===== src/rtl/alu_result_buffer_if.sv =====
`default_nettype none
// ============================================================================
//  Module      : alu_result_buffer_if
//  Description : Bundles the ALU unit result/flag inputs, the read handshake
//                and the FIFO status outputs of alu_result_buffer.
//                master = the unit/reader side, slave = the buffer itself.
//  Revision    : 1.0 - initial release
// ----------------------------------------------------------------------------
//  Signals (direction seen from the buffer):
//    i_arith_out/i_logic_out/i_cmp_out/i_shift_out  in   unit results
//    i_arith_flag/i_logic_flag/i_cmp_flag/i_shift_flag in unit result valid
//    i_rd_en      in   read request
//    i_clr_err    in   clear sticky error flags
//    o_rd_data    out  popped result
//    o_rd_unit    out  unit tag of popped result (00 A, 01 L, 10 C, 11 S)
//    o_rd_valid   out  one-cycle pulse per pop
//    o_empty/o_full/o_count  out  occupancy status
//    o_overflow/o_multi_err  out  sticky errors
// ============================================================================
interface alu_result_buffer_if #(
  parameter int IN_OUT = 16,
  parameter int DEPTH  = 4
);
  localparam int CW = $clog2(DEPTH) + 1;

  logic [IN_OUT-1:0] i_arith_out;
  logic [IN_OUT-1:0] i_logic_out;
  logic [IN_OUT-1:0] i_cmp_out;
  logic [IN_OUT-1:0] i_shift_out;
  logic              i_arith_flag;
  logic              i_logic_flag;
  logic              i_cmp_flag;
  logic              i_shift_flag;
  logic              i_rd_en;
  logic              i_clr_err;
  logic [IN_OUT-1:0] o_rd_data;
  logic [1:0]        o_rd_unit;
  logic              o_rd_valid;
  logic              o_empty;
  logic              o_full;
  logic [CW-1:0]     o_count;
  logic              o_overflow;
  logic              o_multi_err;

  modport master (
    output i_arith_out, i_logic_out, i_cmp_out, i_shift_out,
    output i_arith_flag, i_logic_flag, i_cmp_flag, i_shift_flag,
    output i_rd_en, i_clr_err,
    input  o_rd_data, o_rd_unit, o_rd_valid, o_empty, o_full, o_count,
    input  o_overflow, o_multi_err
  );

  modport slave (
    input  i_arith_out, i_logic_out, i_cmp_out, i_shift_out,
    input  i_arith_flag, i_logic_flag, i_cmp_flag, i_shift_flag,
    input  i_rd_en, i_clr_err,
    output o_rd_data, o_rd_unit, o_rd_valid, o_empty, o_full, o_count,
    output o_overflow, o_multi_err
  );
endinterface
`default_nettype wire


===== src/rtl/alu_result_buffer.sv =====
`default_nettype none
// ============================================================================
//  Module      : alu_result_buffer
//  Description : Collects the flagged ALU unit result each cycle (fixed
//                priority Arith > Logic > CMP > Shift), tags it with a unit
//                ID and pushes it into a circular FIFO drained by a
//                read-enable handshake. Sticky Overflow / Multi_Err flags.
//  Revision    : 1.0 - initial release
// ----------------------------------------------------------------------------
//  Ports:
//    clk  in   clock, all state on posedge
//    rst  in   asynchronous active-high reset
//    bus  slave modport of alu_result_buffer_if (results, flags, read
//         handshake, FIFO status and error outputs)
// ============================================================================
module alu_result_buffer #(
  parameter int IN_OUT = 16,
  parameter int DEPTH  = 4
) (
  input  wire logic        clk,
  input  wire logic        rst,
  alu_result_buffer_if.slave bus
);

  localparam int AW = $clog2(DEPTH);
  localparam int CW = AW + 1;
  localparam int EW = IN_OUT + 2;
  localparam logic [CW-1:0] c_FULL_CNT = CW'(DEPTH);

  logic [EW-1:0]     r_mem [DEPTH];
  logic [AW-1:0]     r_wr_ptr;
  logic [AW-1:0]     r_rd_ptr;
  logic [CW-1:0]     r_count;
  logic [IN_OUT-1:0] r_rd_data;
  logic [1:0]        r_rd_unit;
  logic              r_rd_valid;
  logic              r_overflow;
  logic              r_multi_err;

  logic              w_wr;
  logic              w_multi;
  logic [IN_OUT-1:0] w_sel_data;
  logic [1:0]        w_sel_unit;
  logic              w_empty;
  logic              w_full;
  logic              w_rd_acc;
  logic              w_wr_acc;
  logic              w_drop;

  assign w_wr = bus.i_arith_flag | bus.i_logic_flag | bus.i_cmp_flag | bus.i_shift_flag;

  // Any pair of flags high at once.
  assign w_multi = (bus.i_arith_flag & bus.i_logic_flag) |
                   (bus.i_arith_flag & bus.i_cmp_flag)   |
                   (bus.i_arith_flag & bus.i_shift_flag) |
                   (bus.i_logic_flag & bus.i_cmp_flag)   |
                   (bus.i_logic_flag & bus.i_shift_flag) |
                   (bus.i_cmp_flag   & bus.i_shift_flag);

  always_comb begin
    w_sel_data = '0;
    w_sel_unit = 2'b00;
    if (bus.i_arith_flag) begin
      w_sel_data = bus.i_arith_out;
      w_sel_unit = 2'b00;
    end else if (bus.i_logic_flag) begin
      w_sel_data = bus.i_logic_out;
      w_sel_unit = 2'b01;
    end else if (bus.i_cmp_flag) begin
      w_sel_data = bus.i_cmp_out;
      w_sel_unit = 2'b10;
    end else if (bus.i_shift_flag) begin
      w_sel_data = bus.i_shift_out;
      w_sel_unit = 2'b11;
    end
  end

  assign w_empty  = (r_count == '0);
  assign w_full   = (r_count == c_FULL_CNT);
  assign w_rd_acc = bus.i_rd_en & ~w_empty;
  // A pop in the same cycle frees the slot, so a full FIFO still accepts.
  assign w_wr_acc = w_wr & (~w_full | w_rd_acc);
  assign w_drop   = w_wr & w_full & ~w_rd_acc;

  // Storage needs no reset; only pointers/count define validity.
  always_ff @(posedge clk) begin
    if (w_wr_acc) begin
      r_mem[r_wr_ptr] <= {w_sel_unit, w_sel_data};
    end
  end

  always_ff @(posedge clk or posedge rst) begin
    if (rst) begin
      r_wr_ptr    <= '0;
      r_rd_ptr    <= '0;
      r_count     <= '0;
      r_rd_data   <= '0;
      r_rd_unit   <= 2'b00;
      r_rd_valid  <= 1'b0;
      r_overflow  <= 1'b0;
      r_multi_err <= 1'b0;
    end else begin
      r_rd_valid <= w_rd_acc;
      if (w_wr_acc) begin
        r_wr_ptr <= r_wr_ptr + AW'(1);
      end
      if (w_rd_acc) begin
        {r_rd_unit, r_rd_data} <= r_mem[r_rd_ptr];
        r_rd_ptr <= r_rd_ptr + AW'(1);
      end
      if (w_wr_acc && !w_rd_acc) begin
        r_count <= r_count + CW'(1);
      end else if (w_rd_acc && !w_wr_acc) begin
        r_count <= r_count - CW'(1);
      end
      // Set has priority over clear.
      if (w_drop) begin
        r_overflow <= 1'b1;
      end else if (bus.i_clr_err) begin
        r_overflow <= 1'b0;
      end
      if (w_multi) begin
        r_multi_err <= 1'b1;
      end else if (bus.i_clr_err) begin
        r_multi_err <= 1'b0;
      end
    end
  end

  assign bus.o_rd_data   = r_rd_data;
  assign bus.o_rd_unit   = r_rd_unit;
  assign bus.o_rd_valid  = r_rd_valid;
  assign bus.o_empty     = w_empty;
  assign bus.o_full      = w_full;
  assign bus.o_count     = r_count;
  assign bus.o_overflow  = r_overflow;
  assign bus.o_multi_err = r_multi_err;

endmodule
`default_nettype wire


===== src/flat_wrapper.sv =====
// flat-port wrapper written by rule: the top's interface ports become plain ports
module alu_result_buffer_flat 
#(
  parameter int IN_OUT = 16,
  parameter int DEPTH  = 4
)
  (clk, rst, bus_i_arith_out, bus_i_logic_out, bus_i_cmp_out, bus_i_shift_out, bus_i_arith_flag, bus_i_logic_flag, bus_i_cmp_flag, bus_i_shift_flag, bus_i_rd_en, bus_i_clr_err, bus_o_rd_data, bus_o_rd_unit, bus_o_rd_valid, bus_o_empty, bus_o_full, bus_o_count, bus_o_overflow, bus_o_multi_err);
  alu_result_buffer_if #(.IN_OUT(IN_OUT), .DEPTH(DEPTH)) bus_i ();
  input  wire logic clk;
  input  wire logic rst;
  input wire logic [$bits(bus_i.i_arith_out)-1:0] bus_i_arith_out;
  input wire logic [$bits(bus_i.i_logic_out)-1:0] bus_i_logic_out;
  input wire logic [$bits(bus_i.i_cmp_out)-1:0] bus_i_cmp_out;
  input wire logic [$bits(bus_i.i_shift_out)-1:0] bus_i_shift_out;
  input wire logic [$bits(bus_i.i_arith_flag)-1:0] bus_i_arith_flag;
  input wire logic [$bits(bus_i.i_logic_flag)-1:0] bus_i_logic_flag;
  input wire logic [$bits(bus_i.i_cmp_flag)-1:0] bus_i_cmp_flag;
  input wire logic [$bits(bus_i.i_shift_flag)-1:0] bus_i_shift_flag;
  input wire logic [$bits(bus_i.i_rd_en)-1:0] bus_i_rd_en;
  input wire logic [$bits(bus_i.i_clr_err)-1:0] bus_i_clr_err;
  output wire logic [$bits(bus_i.o_rd_data)-1:0] bus_o_rd_data;
  output wire logic [$bits(bus_i.o_rd_unit)-1:0] bus_o_rd_unit;
  output wire logic [$bits(bus_i.o_rd_valid)-1:0] bus_o_rd_valid;
  output wire logic [$bits(bus_i.o_empty)-1:0] bus_o_empty;
  output wire logic [$bits(bus_i.o_full)-1:0] bus_o_full;
  output wire logic [$bits(bus_i.o_count)-1:0] bus_o_count;
  output wire logic [$bits(bus_i.o_overflow)-1:0] bus_o_overflow;
  output wire logic [$bits(bus_i.o_multi_err)-1:0] bus_o_multi_err;
  assign bus_i.i_arith_out = bus_i_arith_out;
  assign bus_i.i_logic_out = bus_i_logic_out;
  assign bus_i.i_cmp_out = bus_i_cmp_out;
  assign bus_i.i_shift_out = bus_i_shift_out;
  assign bus_i.i_arith_flag = bus_i_arith_flag;
  assign bus_i.i_logic_flag = bus_i_logic_flag;
  assign bus_i.i_cmp_flag = bus_i_cmp_flag;
  assign bus_i.i_shift_flag = bus_i_shift_flag;
  assign bus_i.i_rd_en = bus_i_rd_en;
  assign bus_i.i_clr_err = bus_i_clr_err;
  assign bus_o_rd_data = bus_i.o_rd_data;
  assign bus_o_rd_unit = bus_i.o_rd_unit;
  assign bus_o_rd_valid = bus_i.o_rd_valid;
  assign bus_o_empty = bus_i.o_empty;
  assign bus_o_full = bus_i.o_full;
  assign bus_o_count = bus_i.o_count;
  assign bus_o_overflow = bus_i.o_overflow;
  assign bus_o_multi_err = bus_i.o_multi_err;
  alu_result_buffer #(.IN_OUT(IN_OUT), .DEPTH(DEPTH)) u_core (.clk(clk), .rst(rst), .bus(bus_i));
endmodule

===== config.mk =====
export PLATFORM = sky130hd
export DESIGN_NAME = alu_result_buffer_flat
export DESIGN_NICKNAME = d
export VERILOG_FILES = /design/src/rtl/alu_result_buffer_if.sv /design/src/rtl/alu_result_buffer.sv /design/src/flat_wrapper.sv
export SDC_FILE = /design/constraint.sdc
export NUM_CORES = 1
export LEC_CHECK = 0
export CAP_MARGIN = 5
export CORE_MARGIN = 4
export CORE_UTILIZATION = 54
export CTS_CLUSTER_DIAMETER = 60
export DETAILED_ROUTE_END_ITERATION = 8
export GPL_TIMING_DRIVEN = 1
export HOLD_SLACK_MARGIN = 0.08
export MAX_ROUTING_LAYER = met4
export PLACE_DENSITY = 0.91
export REMOVE_ABC_BUFFERS = 1
export SETUP_SLACK_MARGIN = 0.02
export SLEW_MARGIN = 5
export SYNTH_ARGS = -nofsm -noshare
export SYNTH_HDL_FRONTEND = slang
export SYNTH_SLANG_ARGS = --single-unit

===== constraint.sdc =====
create_clock -name clk -period 3.2 [get_ports clk]
set_clock_uncertainty 0.05 [all_clocks]
set_input_delay 0.96 -clock clk [delete_from_list [all_inputs] [get_ports clk]]
set_output_delay 0.96 -clock clk [all_outputs]
set_load 0.01 [all_outputs]

* After elaboration in Yosys (flattened, before gate mapping)
Memories as Yosys holds them, arrays and structs flattened. A register that Yosys moved wholly into a read port is not among the register bits. Index checks and enable logic that the tools add are counted.
Cells by class: $add $sub $neg 4, equality and inequality tests 1, mux-type cells 15, bitwise logic cells 22, reduce and logical (&&, ||, !) cells 8
Operator list (count):
- 16-bit two-way mux | 4
- 1-bit bitwise AND | 10
- 1-bit bitwise OR | 9
- 2-bit two-way mux | 4
- 3-bit two-way mux | 2
- 2-bit nonzero test | 3
- 1-bit two-way mux | 5
- 2-bit by 1-bit adder with 2-bit output, second input constant | 2
- 3-bit by 1-bit adder with 3-bit output, second input constant | 1
- 3-bit == test, second input constant | 1
- 3-bit zero test | 1
- 1-bit NOT | 3
- 3-bit by 1-bit subtractor with 3-bit output, second input constant | 1
- 1-bit logical AND | 2
- 1-bit zero test | 2
Word-level totals: flip-flop bits (word level) 10, RAM bits 72, output and inout bits 26, memories kept 1
Memories:
- u_core.r_mem | words 4, bits a word 18, read ports 1, clocked after memory_dff 1, wr ports 1, line alu_result_buffer.sv:30 | logic [EW-1:0] r_mem [DEPTH];

* Longest topological paths before layout
Gate-level depths: netlist (run 1).
depth after elaboration 9, gate-level depth with buffers 9

* Worst setup path before layout (run 1)
OpenSTA, ideal clock, no wires.
kind input to register, start input bus_i_arith_flag, end register u_core.r_count[1] (netlist: u_core.bus.o_count[1]), arrival time 2.404 ns, required time 3.025 ns, path slack 0.621 ns, cell stages on the path 7, path buffers 1, cells stage by stage buf_6 > nor4_2 > nor2_2 > ha_1 > inv_1 > fa_1 > mux2_2
Between the ends: word-level cells in the longest chain between the ends 7, elaborated cells on any way between the ends 9, classes of those cells mux: 1; bitwise: 4; reduce/logical: 4
Ends and longest elaborated chain:
- start: declaration | line flat_wrapper.sv:15 | input wire logic [$bits(bus_i.i_arith_flag)-1:0] bus_i_arith_flag;
- 1-bit bitwise OR * (3 in a row) | line alu_result_buffer.sv:50 | assign w_wr = bus.i_arith_flag | bus.i_logic_flag | bus.i_cmp_flag | bus.i_shift_flag;
- 1-bit bitwise AND * | line alu_result_buffer.sv:82 | assign w_wr_acc = w_wr & (~w_full | w_rd_acc);
- via u_core.w_wr_acc | line alu_result_buffer.sv:47 | logic w_wr_acc;
- 1-bit zero test | line alu_result_buffer.sv:113 | end else if (w_rd_acc && !w_wr_acc) begin
- 1-bit logical AND | line alu_result_buffer.sv:113
- 2-bit nonzero test (no source line)
- end signal: assignment | line alu_result_buffer.sv:112 | r_count <= r_count + CW'(1);
- end signal: assignment | line alu_result_buffer.sv:114 | r_count <= r_count - CW'(1);
- end: declaration | line alu_result_buffer.sv:33 | logic [CW-1:0] r_count;
The timed path passes the listed nets; every way through them passes the cells marked *. A chain may end at the register's enable or synchronous reset.

* Worst setup path after layout (run 1)
start input bus_i_shift_flag, end register u_core.r_count[1] (netlist: u_core.bus.o_count[1])
Between the ends: word-level cells in the longest chain between the ends 5, elaborated cells on any way between the ends 7, classes of those cells mux: 1; bitwise: 2; reduce/logical: 4
Ends and longest elaborated chain:
- start: declaration | line flat_wrapper.sv:18 | input wire logic [$bits(bus_i.i_shift_flag)-1:0] bus_i_shift_flag;
- 1-bit bitwise OR * | line alu_result_buffer.sv:50
- 1-bit bitwise AND * | line alu_result_buffer.sv:82
- via u_core.w_wr_acc | line alu_result_buffer.sv:47
- 1-bit zero test | line alu_result_buffer.sv:113
- 1-bit logical AND | line alu_result_buffer.sv:113
- 2-bit nonzero test (no source line)
Marks and branches as above.

==> results.json, run 1 <==
{
  "htreeDepth": 3,
  "die_x_um": 98.75,
  "start_kind": "input port",
  "syn_inst": 302,
  "num_antenna_cells": 0,
  "io_pins": 98,
  "grt_pass1_wl_um": 15680,
  "finalCriticalPeriod_ns": 2.753,
  "drtIter0Drc": 219,
  "cts_setup_buffers": 0,
  "drcViolationCount": 0,
  "track_usage_pct": 21.82,
  "stdcell_area_sq_um": 5707,
  "cts_buffer_depth": 2,
  "setup-violations-final": 0,
  "synth_edf_count": 72,
  "path_depth": 7,
  "min_path_type": "flop to flop",
  "netlist_area_sq_um": 4447,
  "cp_max_fo": 5,
  "drtPass1Iterations": 4,
  "cts_buffers": 9,
  "fin_cells": 510,
  "rsz0062_at_grt": "no",
  "crit_family": "adder cells",
  "finalHoldViolCount": 0,
  "die_y_um": 98.75,
  "grt_max_degree": 37,
  "crit_chain": "clkdlybuf4s50_1 > nor4_2 > nor2_2 > ha_1 > inv_1 > fa_1 > mux2_2",
  "reg2reg_slack_ns": 1.06,
  "setup.worst_path.end": "u_core.bus.o_count[1]",
  "synth_seq_cells": 100,
  "critPathSlowestCell": "clkdlybuf4s50_1",
  "layout.nets": 481,
  "post-route-period-util_pct": 86.04,
  "die-area_sq_um": 9751,
  "cts_sinks": 100,
  "synth_cell_types": 35,
  "r2r_start": "u_core.bus.o_count[0]",
  "critPathBufInv": 2,
  "placementRows": 32,
  "relSlewSlack_pct": 37.11,
  "dp_hpwl_um": 6608,
  "clock.fmax_mhz": 363.2,
  "rr_worst_depth": 6,
  "syn_to_final_growth_pct": 28.33,
  "power_density_nw_per_um2": 799.3,
  "end_kind": "flop",
  "tightestPinTransition_ns": 0.9434,
  "first_global_vias": 3075,
  "syn_area_per_cell_sq_um": 14.72,
  "cts_resized": 0,
  "irDropWorstVdd_mv": 0.2917,
  "startpoint": "bus_i_shift_flag",
  "r2r_end": "u_core.bus.o_count[1]",
  "whs_ns": 0.4282,
  "final_cell_mix": "96 x clkdlybuf4s50_1, 72 x edfxtp_1, 71 x nand2_1, 28 x dfrtp_1, 18 x mux4_2",
  "drive_gt1_share_pct": 16.67,
  "path_clk_slew_ns": 0.09,
  "synth_warnings": 0,
  "wl_per_cell_um": 18.95,
  "grt-ovfl-total": 0,
  "cp_slowest_stage_delay_ns": 0.49,
  "finalMaxSlewViolations": 0,
  "ys_seq_area_share_pct": 64.38,
  "portBuffers": 97,
  "drv_cap": 0,
  "final_common_cell": "clkdlybuf4s50_1",
  "ys.flop_type": "edfxtp_1",
  "status": "finished, final reports clean",
  "synthArstFlopShare_pct": 28.00,
  "worstPathArrival_ns": 2.95,
  "antenna_found_initial": 0,
  "start_util_pct": 56.66,
  "worst_ep_required_time_ns": 3.40,
  "antenna_left": 0,
  "wl_um": 9664,
  "via_count": 2871,
  "core_sq_um": 7848,
  "cts_tree": "yes",
  "p_leak_nw": 2.143,
  "clkLatencyLatePin_ns": 0.36,
  "cts-root-buf": "clkbuf_8",
  "via_per_inst": 5.629,
  "criticalPathCategory": "input port to flop",
  "setup_tns_ns": 0,
  "placed_cell_area_sq_um": 5525,
  "placedCellCount": 494,
  "gp_congestion": 0.7689,
  "hold_buffers": 0
}
## registers in the layout, summed over array words and instances, names as in the netlist, 2 cells and up
| name | flops |
|---|---|
| u_core.bus.o_rd_data | 16 |
| u_core.r_mem | 72 |
| u_core.bus.o_count | 3 |
| u_core.r_rd_ptr | 2 |
| u_core.r_wr_ptr | 2 |
| u_core.bus.o_rd_unit | 2 |
## worst min path at each step
stage                     slack [ns]  cells after the start                     from                 endpoint
after global routing            0.45                      2  u_core.bus.o_rd_unit[1]  u_core.bus.o_rd_unit[1]
after CTS                       0.43                      2  u_core.bus.o_rd_unit[1]  u_core.bus.o_rd_unit[1]
after global placement          0.41                      2  u_core.bus.o_rd_data[3]  u_core.bus.o_rd_data[3]
after detailed placement        0.41                      2  u_core.bus.o_rd_unit[1]  u_core.bus.o_rd_unit[1]
final                           0.43                      2  u_core.bus.o_rd_data[4]  u_core.bus.o_rd_data[4]
after floorplan                 0.46                      2  u_core.bus.o_rd_data[0]  u_core.bus.o_rd_data[0]
## metal layers
layer / share of wire [%] / wire length, um / GRT usage, % / up-vias
met5: 0 / 0 / - / -
met4: 1.8 / 172 / 8.403 / 0
met3: 8.2 / 792 / 4.459 / 15
met2: 51 / 4947 / 36.00 / 129
met1: 39 / 3752 / 26.61 / 1411
li1: - / - / - / 1316
## stage by stage
stage	power, mW	utilization (%)	setup slack, ns
2_1_floorplan	3.091	-	0.2534
3_3_place_gp	3.753	70.41	0.1669
3_5_place_dp	3.857	70.41	0.06367
4_1_cts	4.598	72.72	0.4607
5_1_grt	4.837	72.72	0.3945
6_report	4.561	72.72	0.4468
## synth_stat cells (3+ instances only)
cell type	number	area share (%)
nor2b_1	16	2.3
inv_1	8	0.68
clkbuf_1	5	0.42
o31ai_1	6	1.0
mux4_2	18	9.1
a221oi_1	6	1.2
nor3_1	3	0.34
buf_2	11	1.2
xnor2_1	4	0.79
a221oi_2	9	3.0
nand2_1	71	6.0
edfxtp_1	72	49
ha_1	5	1.4
dfrtp_1	28	16
nor2_1	5	0.42
and2_1	4	0.56
o31ai_2	9	2.5
## worst min-delay path: stages (launching register included)
cell and delay [ns]:
dfrtp_1 0.34, nand2_1 0.05, nand2_1 0.06
## cell families after synthesis
kind of cell    count (synthesis)  share of synthesized area, %
simple gates                  104                         10.64
flops                         100                         64.38
compound gates                 37                         8.751
buf+inv                        28                         3.264
mux                            20                         9.707
fa+ha+maj                       7                         2.082
xor+xnor                        6                         1.182
## cell type report
class	count	area, sq um
inverter	8	30.03
multi-input combinational	174	1441
clock buffer	9	123.9
tap	102	127.6
fill	521	2141
sequential	100	2863
clock inverter	7	57.56
timing repair buffer	110	1064
## where the power goes
group	total (mW)	switching (mW)	internal (mW)
sequential	2.22	0.269	1.95
clock	0.753	0.404	0.350
combinational	1.59	0.735	0.852
total	4.56	1.41	3.15
Note: power is estimated with default switching activity, not from simulation.
==> inputs of run 2 (changes only) <==
--- a/config.mk
+++ b/config.mk
@@ -14,6 +14,7 @@
 export HOLD_SLACK_MARGIN = 0.08
 export MAX_ROUTING_LAYER = met4
 export PLACE_DENSITY = 0.91
+export RECOVER_POWER = 100
 export REMOVE_ABC_BUFFERS = 1
 export SETUP_SLACK_MARGIN = 0.02
 export SLEW_MARGIN = 5
==> results.json, run 2 (synthesis results as in run 1) <==
{
  "status": "finished with violations",
  "violations": "max-capacitance violations, max-slew violations",
  "whs_ns": 0.4232,
  "cts_setup_buffers": 0,
  "drtPass1Iterations": 4,
  "grt_pass1_wl_um": 15680,
  "start_util_pct": 56.66,
  "top_register": "u_core.r_mem",
  "finalHoldViolCount": 0,
  "antenna_left": 0,
  "power_density_nw_per_um2": 795.3,
  "hold_buffers": 0,
  "dp_hpwl_um": 6608,
  "core_sq_um": 7848,
  "cts_tree": "yes",
  "worstPathArrival_ns": 3.13,
  "die-area_sq_um": 9751,
  "rsz0062_at_grt": "no",
  "portBuffers": 97,
  "cp_slowest_stage_delay_ns": 0.59,
  "first_global_vias": 3075,
  "via_count": 2897,
  "antenna_found_initial": 0,
  "cts_resized": 0,
  "wl_per_cell_um": 19.00,
  "wl_um": 9692,
  "drive_gt1_share_pct": 13.24,
  "crit_chain": "clkdlybuf4s50_1 > nor4_1 > nor2_2 > ha_1 > inv_1 > fa_1 > mux2_2",
  "die_x_um": 98.75,
  "finalMaxSlewViolations": 29,
  "cts_buffer_depth": 2,
  "drcViolationCount": 0,
  "placementRows": 32,
  "htreeDepth": 3,
  "largest_reg_flops": 72,
  "syn_to_final_growth_pct": 26.73,
  "drtIter0Drc": 194,
  "track_usage_pct": 21.82,
  "clock.fmax_mhz": 341.1,
  "grt_max_degree": 37,
  "die_y_um": 98.75,
  "final_common_cell": "edfxtp_1",
  "worst_ep_required_time_ns": 3.40,
  "cts-root-buf": "clkbuf_8",
  "fin_cells": 510,
  "cts_sinks": 100,
  "path_clk_slew_ns": 0.09,
  "layout.nets": 481,
  "end_kind": "flop",
  "finalCriticalPeriod_ns": 2.931,
  "via_per_inst": 5.680,
  "post-route-period-util_pct": 91.61,
  "grt-ovfl-total": 0,
  "critPathBufInv": 2,
  "final_cell_mix": "72 x edfxtp_1, 71 x nand2_1, 67 x clkdlybuf4s50_1, 29 x dlygate4sd3_1, 28 x dfrtp_1",
  "tightestPinTransition_ns": 1.707,
  "criticalPathCategory": "input port to flop",
  "drv_cap": 1,
  "num_antenna_cells": 0,
  "gp_congestion": 0.7689,
  "finalWorstSetupSlack_ns": 0.2686,
  "io_pins": 98,
  "irDropWorstVdd_mv": 0.2847,
  "dp_slack_ns": 0.06367,
  "cts_buffers": 9,
  "min_path_type": "flop to flop",
  "start_kind": "input port",
  "relSlewSlack_pct": -13.83,
  "cp_max_fo": 5,
  "setup-violations-final": 0,
  "p_leak_nw": 2.143,
  "clkLatencyLatePin_ns": 0.36,
  "placedCellCount": 494,
  "totalPowerFinal_mw": 4.482,
  "setup_tns_ns": 0,
  "critPathSlowestCell": "nor4_1",
  "crit_family": "simple AND/OR/NAND/NOR gates"
}
## run 2: cell types whose count changed in the layout (fill, tap and decap cells not counted), moves of 4 or more
| cell | previous run | this run |
|---|---|---|
| buf_4 | 13 | 7 |
| clkbuf_1 | 0 | 4 |
| clkdlybuf4s50_1 | 96 | 67 |
| dlygate4sd3_1 | 0 | 29 |
| o31ai_1 | 6 | 15 |
| o31ai_2 | 9 | 0 |
## run 2: stage by stage
stage	instance area, sq um	utilization, %
after CTS	5707	72.72
after floorplan	4332	-
final	5635	71.81
after detailed placement	5525	70.41
after global placement	5525	70.41
after global routing	5635	71.81
## run 2: worst paths after layout
path                                    startpoint                       to  slack (ns)  cells after the start
setup / recovery                  bus_i_shift_flag    u_core.bus.o_count[1]        0.27                      7
hold / removal             u_core.bus.o_rd_data[4]  u_core.bus.o_rd_data[4]        0.42                      2
setup reg to reg             u_core.bus.o_count[0]    u_core.bus.o_count[1]        1.05                      6
hold reg to reg            u_core.bus.o_rd_data[4]  u_core.bus.o_rd_data[4]        0.42                      2
max in group asynchronous                      rst  u_core.bus.o_rd_data[2]        0.53                      3
min in group asynchronous                      rst  u_core.bus.o_rd_data[6]        1.57                      3
## run 2: routing by layer
layer | up-vias | global-route usage [%] | part of all wire [%]
met4 | 0 | 8.403 | 1.6
met3 | 14 | 4.459 | 7.4
met1 | 1438 | 26.61 | 40
met5 | - | - | 0
li1 | 1321 | - | -
met2 | 124 | 36.00 | 51
## run 2: worst register-to-register path, stage by stage, from the launching register on
cell,delay [ns]
dfrtp_1,0.48
nor4b_2,0.41
nor2_2,0.12
ha_1,0.24
inv_1,0.07
fa_1,0.40
mux2_2,0.27
## run 2: final cells by class
type	instances	area [sq um]
clock buffer	9	123.9
multi-input combinational	174	1390
fill	536	2212
inverter	8	30.03
clock inverter	7	57.56
timing repair buffer	110	1044
tap	102	127.6
sequential	100	2863
## run 2: where the power goes
part / switching (mW) / internal, mW
Combinational: 0.732 / 0.780
Sequential: 0.262 / 1.95
Clock: 0.407 / 0.350
Total: 1.40 / 3.08
